### src/rtl/a51_lfsr_core.sv
// A5/1 keystream datapath: three LFSRs driven through key load, frame load,
// majority-clocked mixing and keystream output by external stage-counter flags.
module a51_lfsr_core #(
  parameter int KEY_BITS   = 64,
  parameter int FRAME_BITS = 22,
  parameter int MIX_CYCLES = 100,
  parameter int OUT_BITS   = 128
) (
  input  logic                  C,
  input  logic                  CLR,
  input  logic                  ENABLE,
  input  logic                  STAGEONE,
  input  logic                  STAGETWO,
  input  logic                  STAGETHREE,
  input  logic                  OUTPUTSTAGE,
  input  logic                  DONE,
  input  logic [KEY_BITS-1:0]   KEY,
  input  logic [FRAME_BITS-1:0] FRAME,
  input  logic                  DIN,
  output logic                  DOUT,
  output logic                  DVALID,
  output logic                  KS,
  output logic [7:0]            OCNT
);

  localparam int KCW = $clog2(KEY_BITS + 1);
  localparam int KIW = $clog2(KEY_BITS);
  localparam int FCW = $clog2(FRAME_BITS + 1);
  localparam int FIW = $clog2(FRAME_BITS);
  localparam int MCW = $clog2(MIX_CYCLES + 1);

  typedef enum logic [2:0] {
    PH_IDLE, PH_KEY, PH_FRAME, PH_MIX, PH_OUT, PH_DONE
  } phase_t;

  phase_t         phase;
  logic [18:0]    r1, r1_ld, r1_mj;
  logic [21:0]    r2, r2_ld, r2_mj;
  logic [22:0]    r3, r3_ld, r3_mj;
  logic [KCW-1:0] kidx;
  logic [FCW-1:0] fidx;
  logic [MCW-1:0] midx;
  logic           fb1, fb2, fb3, maj, ld_bit, ks_next;
  logic           key_more, frame_more, mix_more, out_more;

  // Several flags may overlap at stage boundaries; the earliest phase wins.
  always_comb begin
    phase = PH_IDLE;
    if (STAGEONE)         phase = PH_KEY;
    else if (STAGETWO)    phase = PH_FRAME;
    else if (STAGETHREE)  phase = PH_MIX;
    else if (OUTPUTSTAGE) phase = PH_OUT;
    else if (DONE)        phase = PH_DONE;
  end

  assign key_more   = kidx < KCW'(KEY_BITS);
  assign frame_more = fidx < FCW'(FRAME_BITS);
  assign mix_more   = midx < MCW'(MIX_CYCLES);
  assign out_more   = OCNT < 8'(OUT_BITS);

  always_comb begin
    fb1 = r1[13] ^ r1[16] ^ r1[17] ^ r1[18];
    fb2 = r2[20] ^ r2[21];
    fb3 = r3[7] ^ r3[20] ^ r3[21] ^ r3[22];

    ld_bit = 1'b0;
    if (phase == PH_KEY)        ld_bit = KEY[kidx[KIW-1:0]];
    else if (phase == PH_FRAME) ld_bit = FRAME[fidx[FIW-1:0]];

    r1_ld = {r1[17:0], fb1 ^ ld_bit};
    r2_ld = {r2[20:0], fb2 ^ ld_bit};
    r3_ld = {r3[21:0], fb3 ^ ld_bit};

    // Only registers whose clock bit agrees with the majority advance.
    maj   = (r1[8] & r2[10]) | (r1[8] & r3[10]) | (r2[10] & r3[10]);
    r1_mj = (r1[8]  == maj) ? {r1[17:0], fb1} : r1;
    r2_mj = (r2[10] == maj) ? {r2[20:0], fb2} : r2;
    r3_mj = (r3[10] == maj) ? {r3[21:0], fb3} : r3;

    ks_next = r1_mj[18] ^ r2_mj[21] ^ r3_mj[22];
  end

  assign KS = r1[18] ^ r2[21] ^ r3[22];

  always_ff @(posedge C or posedge CLR) begin
    if (CLR) begin
      r1     <= '0;
      r2     <= '0;
      r3     <= '0;
      kidx   <= '0;
      fidx   <= '0;
      midx   <= '0;
      OCNT   <= '0;
      DOUT   <= 1'b0;
      DVALID <= 1'b0;
    end else begin
      DVALID <= 1'b0;
      if (ENABLE) begin
        case (phase)
          PH_KEY: if (key_more) begin
            r1   <= r1_ld;
            r2   <= r2_ld;
            r3   <= r3_ld;
            kidx <= kidx + KCW'(1);
          end
          PH_FRAME: if (frame_more) begin
            r1   <= r1_ld;
            r2   <= r2_ld;
            r3   <= r3_ld;
            fidx <= fidx + FCW'(1);
          end
          PH_MIX: if (mix_more) begin
            r1   <= r1_mj;
            r2   <= r2_mj;
            r3   <= r3_mj;
            midx <= midx + MCW'(1);
          end
          // Keystream comes from the post-clock state, hence ks_next.
          PH_OUT: if (out_more) begin
            r1     <= r1_mj;
            r2     <= r2_mj;
            r3     <= r3_mj;
            DOUT   <= DIN ^ ks_next;
            DVALID <= 1'b1;
            OCNT   <= OCNT + 8'd1;
          end
          default: ;
        endcase
      end
    end
  end

endmodule

### config.mk
export PLATFORM = sky130hd
export DESIGN_NAME = a51_lfsr_core
export DESIGN_NICKNAME = d
export VERILOG_FILES = /design/src/rtl/a51_lfsr_core.sv
export SDC_FILE = /design/constraint.sdc
export NUM_CORES = 1
export LEC_CHECK = 0
export ABC_CLOCK_PERIOD_IN_PS = 2800
export BUFFER_PORTS_ARGS = -buffer_cell sky130_fd_sc_hd__buf_4
export CAP_MARGIN = 25
export CORE_ASPECT_RATIO = 0.9
export CORE_MARGIN = 4
export CORE_UTILIZATION = 40
export CTS_CLUSTER_SIZE = 20
export DETAILED_ROUTE_END_ITERATION = 10
export GPL_ROUTABILITY_DRIVEN = 1
export HOLD_SLACK_MARGIN = 0.12
export SYNTH_ARGS = -nofsm -noshare
export SYNTH_HDL_FRONTEND = slang
export SYNTH_SLANG_ARGS = --single-unit
export TNS_END_PERCENT = 20
### constraint.sdc
create_clock -name C -period 2.8 [get_ports C]
set_clock_uncertainty 0.1 [all_clocks]
set_input_delay 0.28 -clock C [delete_from_list [all_inputs] [get_ports C]]
set_output_delay 0.28 -clock C [all_outputs]
set_load 0.005 [all_outputs]
======== Word-level counts from Yosys, hierarchy flattened ========
Index checks and enable logic that the tools add are counted.
storage, ports and cells
  register bits after elaboration ......... 93
  output and inout port bits .............. 11
cells by class
  eq/ne operators ......................... 11
  multiplexer cells ....................... 32
  $lt $le $gt $ge ......................... 6
  $add $sub $neg .......................... 4
  bitwise operators ....................... 20
  reduce and logical (&&, ||, !) cells .... 6
operators by type and width
  operator             count
  $mux 23              5
  $mux 22              5
  $mux 19              5
  $pmux 23 s4          1
  $pmux 22 s4          1
  $pmux 19 s4          1
  $mux 3               5
  $xor 1x1->1          15
  $add 7x1->7 const B  2
  $lt 7x7->1 const B   2
  $reduce_and 3->1     4
  $add 8x1->8 const B  1
  $lt 8x8->1 const B   1
  $ne 2x2->1 const B   4
  $lt 6x7->1 const B   1
  $mux 1               7
  $bmux 1 s6           1
  $eq 3x2->1 const B   2
  $lt 5x6->1 const B   1
  $reduce_and 6->1     1
  $add 5x1->5 const B  1
  $bmux 1 s5           1
  $lt 5x5->1 const B   1
  $reduce_bool 4->1    1
  5 further kinds      10

======== Longest topological paths before layout ========
  word-level depth ........................ 11
  mapped depth ............................ 10
  depth with buffers taken out ............ 7

======== Worst setup path before layout ========
OpenSTA, ideal clock, no wires.
  kind .................................... register to register
  start point ............................. register fidx[1]
  end point ............................... register r3[10]
  required time ........................... 2575 ps
  cell stages (with the launch flop) ...... 10
  data arrival time ....................... 1958 ps
  path buffers ............................ 3
  library setup time ...................... 125 ps
  setup slack ............................. 617 ps
  path through ............................ dfrtp_1 -> buf_4 -> and2_1 -> or2_2 -> a31oi_1 -> a21oi_1 -> a21o_1 -> buf_6 -> buf_6 -> mux2_4
between the ends
  cells in the longest elaborated chain, start to end .. 3
ends and longest elaborated chain
  item                               RTL line  source
  start: declaration                 41        logic [FCW-1:0] fidx;
  start signal: assignment           110       fidx <= fidx + FCW'(1);
  $lt 5x5->1                         57        assign frame_more = fidx < FCW'(FRAME_BITS);
  $ne 2x2->1 (no source line)        -
  $reduce_and 6->1 (no source line)  -
  end signal: assignment             103       r3 <= r3_ld;
  end signal: assignment             109       r3 <= r3_ld;
  end signal: assignment             115       r3 <= r3_mj;
  end: declaration                   39        logic [22:0] r3, r3_ld, r3_mj;
No other way between the ends.
A chain may end at the register's enable or synchronous reset.

======== Worst setup path after layout ========
  start point ............................. register kidx[0]
  end point ............................... register r3[0]
between the ends
  cells in the longest elaborated chain, start to end .. 6
  elaborated cells between the ends (all ways) .. 10
  those cells by class .................... 1 x order compare; 1 x eq/ne; 6 x mux; 1 x bitwise; 1 x reduce/logical
ends and longest elaborated chain
  item                          RTL line  source
  start: declaration            40        logic [KCW-1:0] kidx;
  start signal: assignment      104       kidx <= kidx + KCW'(1);
  $bmux 1 s6                    67        if (phase == PH_KEY) ld_bit = KEY[kidx[KIW-1:0]];
  $mux 1 (implied by the code)  67
  $mux 1                        67
  $xor 1x1->1                   72        r3_ld = {r3[21:0], fb3 ^ ld_bit};
  $mux 23 (on tied branches)    106, 100
  $pmux 23 s4                   99        case (phase)
Parallel ways exist; a longest one is shown, timed or not. The select of a mux whose other input is x is not followed.

==> qor.csv <==
metric,value,unit
outcome,"finished, final reports clean",
CP max-delay cell,mux4_1,
syn nets,505,
largest net degree at the start of global routing,74,
Placer Congestion,0.759,
simple-gate share of the synthesized area,11.6,%
max_slew headroom,50.8,%
crit-path max cell delay,0.58,ns
final WL,9840,um
H-tree depth,3,
Num CTS Buffers,9,
cell family with most CP delay,compound AO/OA/AOI/OAI gates,
CP arrival,2.56,ns
first-pass GRT wire length,16400,um
diode count,0,
max-cap check violation count,0,
Startpoint Class,flip-flop,
CP Buf/Inv Count,1,
mux contribution to synthesized area,22.9,%
CTS tree,built,
setup tns final,0,ns
Worst-Margin Slew,0.738,ns
Num Clock Sinks,93,
Area contributors post-synth,"dfrtp_1 48%, mux2_2 6.5%, nand2_1 6.3%, mux2i_1 5.4%, mux2_4 5.0%",
crit-path cells,buf_12 > mux4_1 > a22oi_1 > a21oi_1 > o211ai_2 > a31oi_1 > o31ai_2,
final core utilization,52.6,%
CTS max path bufs,2,
die width,124,um
Die Y,112,um
cells after synthesis,403,
initial core utilization,41.7,%
final period utilization,86.1,%
total track usage,14.8,%
Final Hold Violating Endpoints,0,
Worst Hold Class,in2reg,
DR pass1 iterations,4,
count of cell types in the netlist,53,
Post-layout nets,610,
post-synth top area share,48.0,%
syn avg cell area,12.0,sq um
GRT overflow,0,
RSZ-0062 raised after global routing,false,
Syn. warnings,0,
#FFs+latches synth,93,
row count,37,
synthesized-area fraction occupied by adder cells,2.01,%
crit path max fanout,27,
Syn-to-layout area delta,26.2,%
kind of critical path,reg2reg,
Vias/cell,4.98,
clock period minus worst slack,2.41,ns
synthesized area,4850,sq um
number of global-route vias before repair,3312,
fraction of layout instances using a drive strength above 1,37.0,%
"EDFF count, synth",0,
fmax,415,MHz
WP data required,2.95,ns
CP Capture Type,flip-flop,
post-synthesis compound-gate area fraction,6.58,%
asr flop ratio synth,100,%
CTS Root Cell,clkbuf_16,
dpl hpwl,7180,um
post-route ant nets,0,
main combinational cell family by area after synthesis,multiplexers,
DIE AREA,13900,sq um
Post-CTS Setup Bufs,0,
static leakage,0.00300,uW
DR WL/cell,14.7,um
Yosys top cell by area,dfrtp_1,
Worst-path clk slew,0.06,ns
"Slew Viols, Final",0,
Clock Latency Late Sink,0.34,ns
VDD IR max,0.000424,V
# DRC,0,
port bufs,104,
post-synthesis sequential area ratio,48.0,%
Top-Level Pins,106,
Post-Synth XOR/XNOR Area,5.60,%
Total Power,5890,uW
Core Area,11600,sq um
initial antenna violation count,0,
# setup viols final,0,
ys flop type,dfrtp_1,
via count,3331,
total power per unit cell area,964,nW/um^2
Initial DRC Count,185,
## where the power goes
part | leakage, uW | internal (uW) | switching (uW) | total, uW
registers | 0.00121 | 1900 | 477 | 2370
logic | 0.00163 | 1310 | 911 | 2220
clock network | 0.000156 | 786 | 510 | 1300
## worst reg2reg max path, delay by kind of cell, from the launching register on
kind | cells | cell delay, ns
buffers and inverters | 1 | 0.21
AOI/OAI and AO/OA | 5 | 1.06
muxes | 1 | 0.59
DFF | 1 | 0.37
## path summary, 6_finish.rpt
check / start / end / slack, ns / cells after the start
min in group asynchronous: CLR / kidx[3] / 0.44 / 3
min reg2reg: r2[2] / r2[3] / 0.37 / 2
min: STAGETWO / DVALID / 0.23 / 3
max reg2reg: kidx[0] / r3[0] / 0.39 / 7
max: kidx[0] / r3[0] / 0.39 / 7
max in group asynchronous: CLR / r1[13] / 1.44 / 4
## registers in the layout, summed over array words and instances, names as in the netlist
signal	cells
r1	19
OCNT	8
fidx	5
kidx	7
r2	22
r3	23
midx	7
DVALID	1
DOUT	1
## cells in the final DEF (no fill, tap or decap), types with 2 or more instances in the layout
cell type     n
buf_4       112
dfrtp_1      93
nand2_1      81
mux2_2       28
mux2i_1      26
xnor2_1      22
mux2_4       16
xor2_1        9
clkbuf_16     9
nor2_1        7
a22oi_1       7
ha_1          7
a21oi_1       6
o21ai_0       6
mux4_2        6
mux4_1        6
nand3_1       5
a31oi_1       4
nor2b_1       4
nand4_1       4
and3_1        3
nor3_1        3
and2_1        3
a21o_1        3
inv_1         2
nor3b_2       2
a41o_1        2
a22o_1        2
a211oi_1      2
nand2b_1      2
o31ai_2       2
clkinvlp_4    2
bufinv_16     2
clkinv_4      2
buf_12        2
## cells by family after synthesis
kind of cell    Yosys count
compound gates           43
mux                      82
fa+ha+maj                 8
buf+inv                  24
simple gates            122
xor+xnor                 31
flops                    93
## cell type report
class | instances | area (sq um)
Clock buffer | 9 | 225
Clock inverter | 7 | 98.8
Fill cell | 1030 | 5510
Inverter | 3 | 15.0
Multi-Input combinational cell | 286 | 2360
Sequential cell | 93 | 2330
Tap cell | 156 | 195
Timing Repair Buffer | 115 | 891
## through the flow
| stage | instance area (sq um) | std cells | worst slack (ns) | hold slack, ns |
|---|---|---|---|---|
| 2_1_floorplan | 4850 | 403 | 0.617 | 0.335 |
| 3_3_place_gp | 5780 | 652 | 0.412 | 0.231 |
| 3_5_place_dp | 5780 | 652 | 0.371 | 0.236 |
| 4_1_cts | 6110 | 669 | 0.363 | 0.217 |
| 5_1_grt | 6110 | 669 | 0.196 | 0.213 |
| 6_report | 6110 | 669 | 0.390 | 0.230 |
## synth_stat cells, types with 2 or more instances
cell type / count
dfrtp_1: 93
nand2_1: 81
mux2_2: 28
mux2i_1: 26
xnor2_1: 22
mux2_4: 16
xor2_1: 9
a22oi_1: 7
buf_2: 7
ha_1: 7
nor2_1: 7
a21oi_1: 6
clkbuf_1: 6
mux4_1: 6
mux4_2: 6
o21ai_0: 6
buf_6: 5
nand3_1: 5
a31oi_1: 4
nand4_1: 4
nor2b_1: 4
a21o_1: 3
and2_1: 3
and3_1: 3
inv_1: 3
nor3_1: 3
a211oi_1: 2
a22o_1: 2
a41o_1: 2
nand2b_1: 2
nor3b_2: 2
o31ai_2: 2
## per-layer routing
layer,GRT usage [%],up-vias,share of wire [%]
li1,-,1642,-
met1,19.2,1633,45
met2,24.5,50,49
met3,4.63,6,4.9
met4,3.07,0,0.75
met5,0,-,0
## timing repair
action | 4_1_cts | 5_1_grt
setup endpoints to repair | 0 | 0
resized for setup | 0 | 0
hold endpoints to repair | 20 | 0
hold buffers | 1 | 0
(Power assumes the default switching activity.)
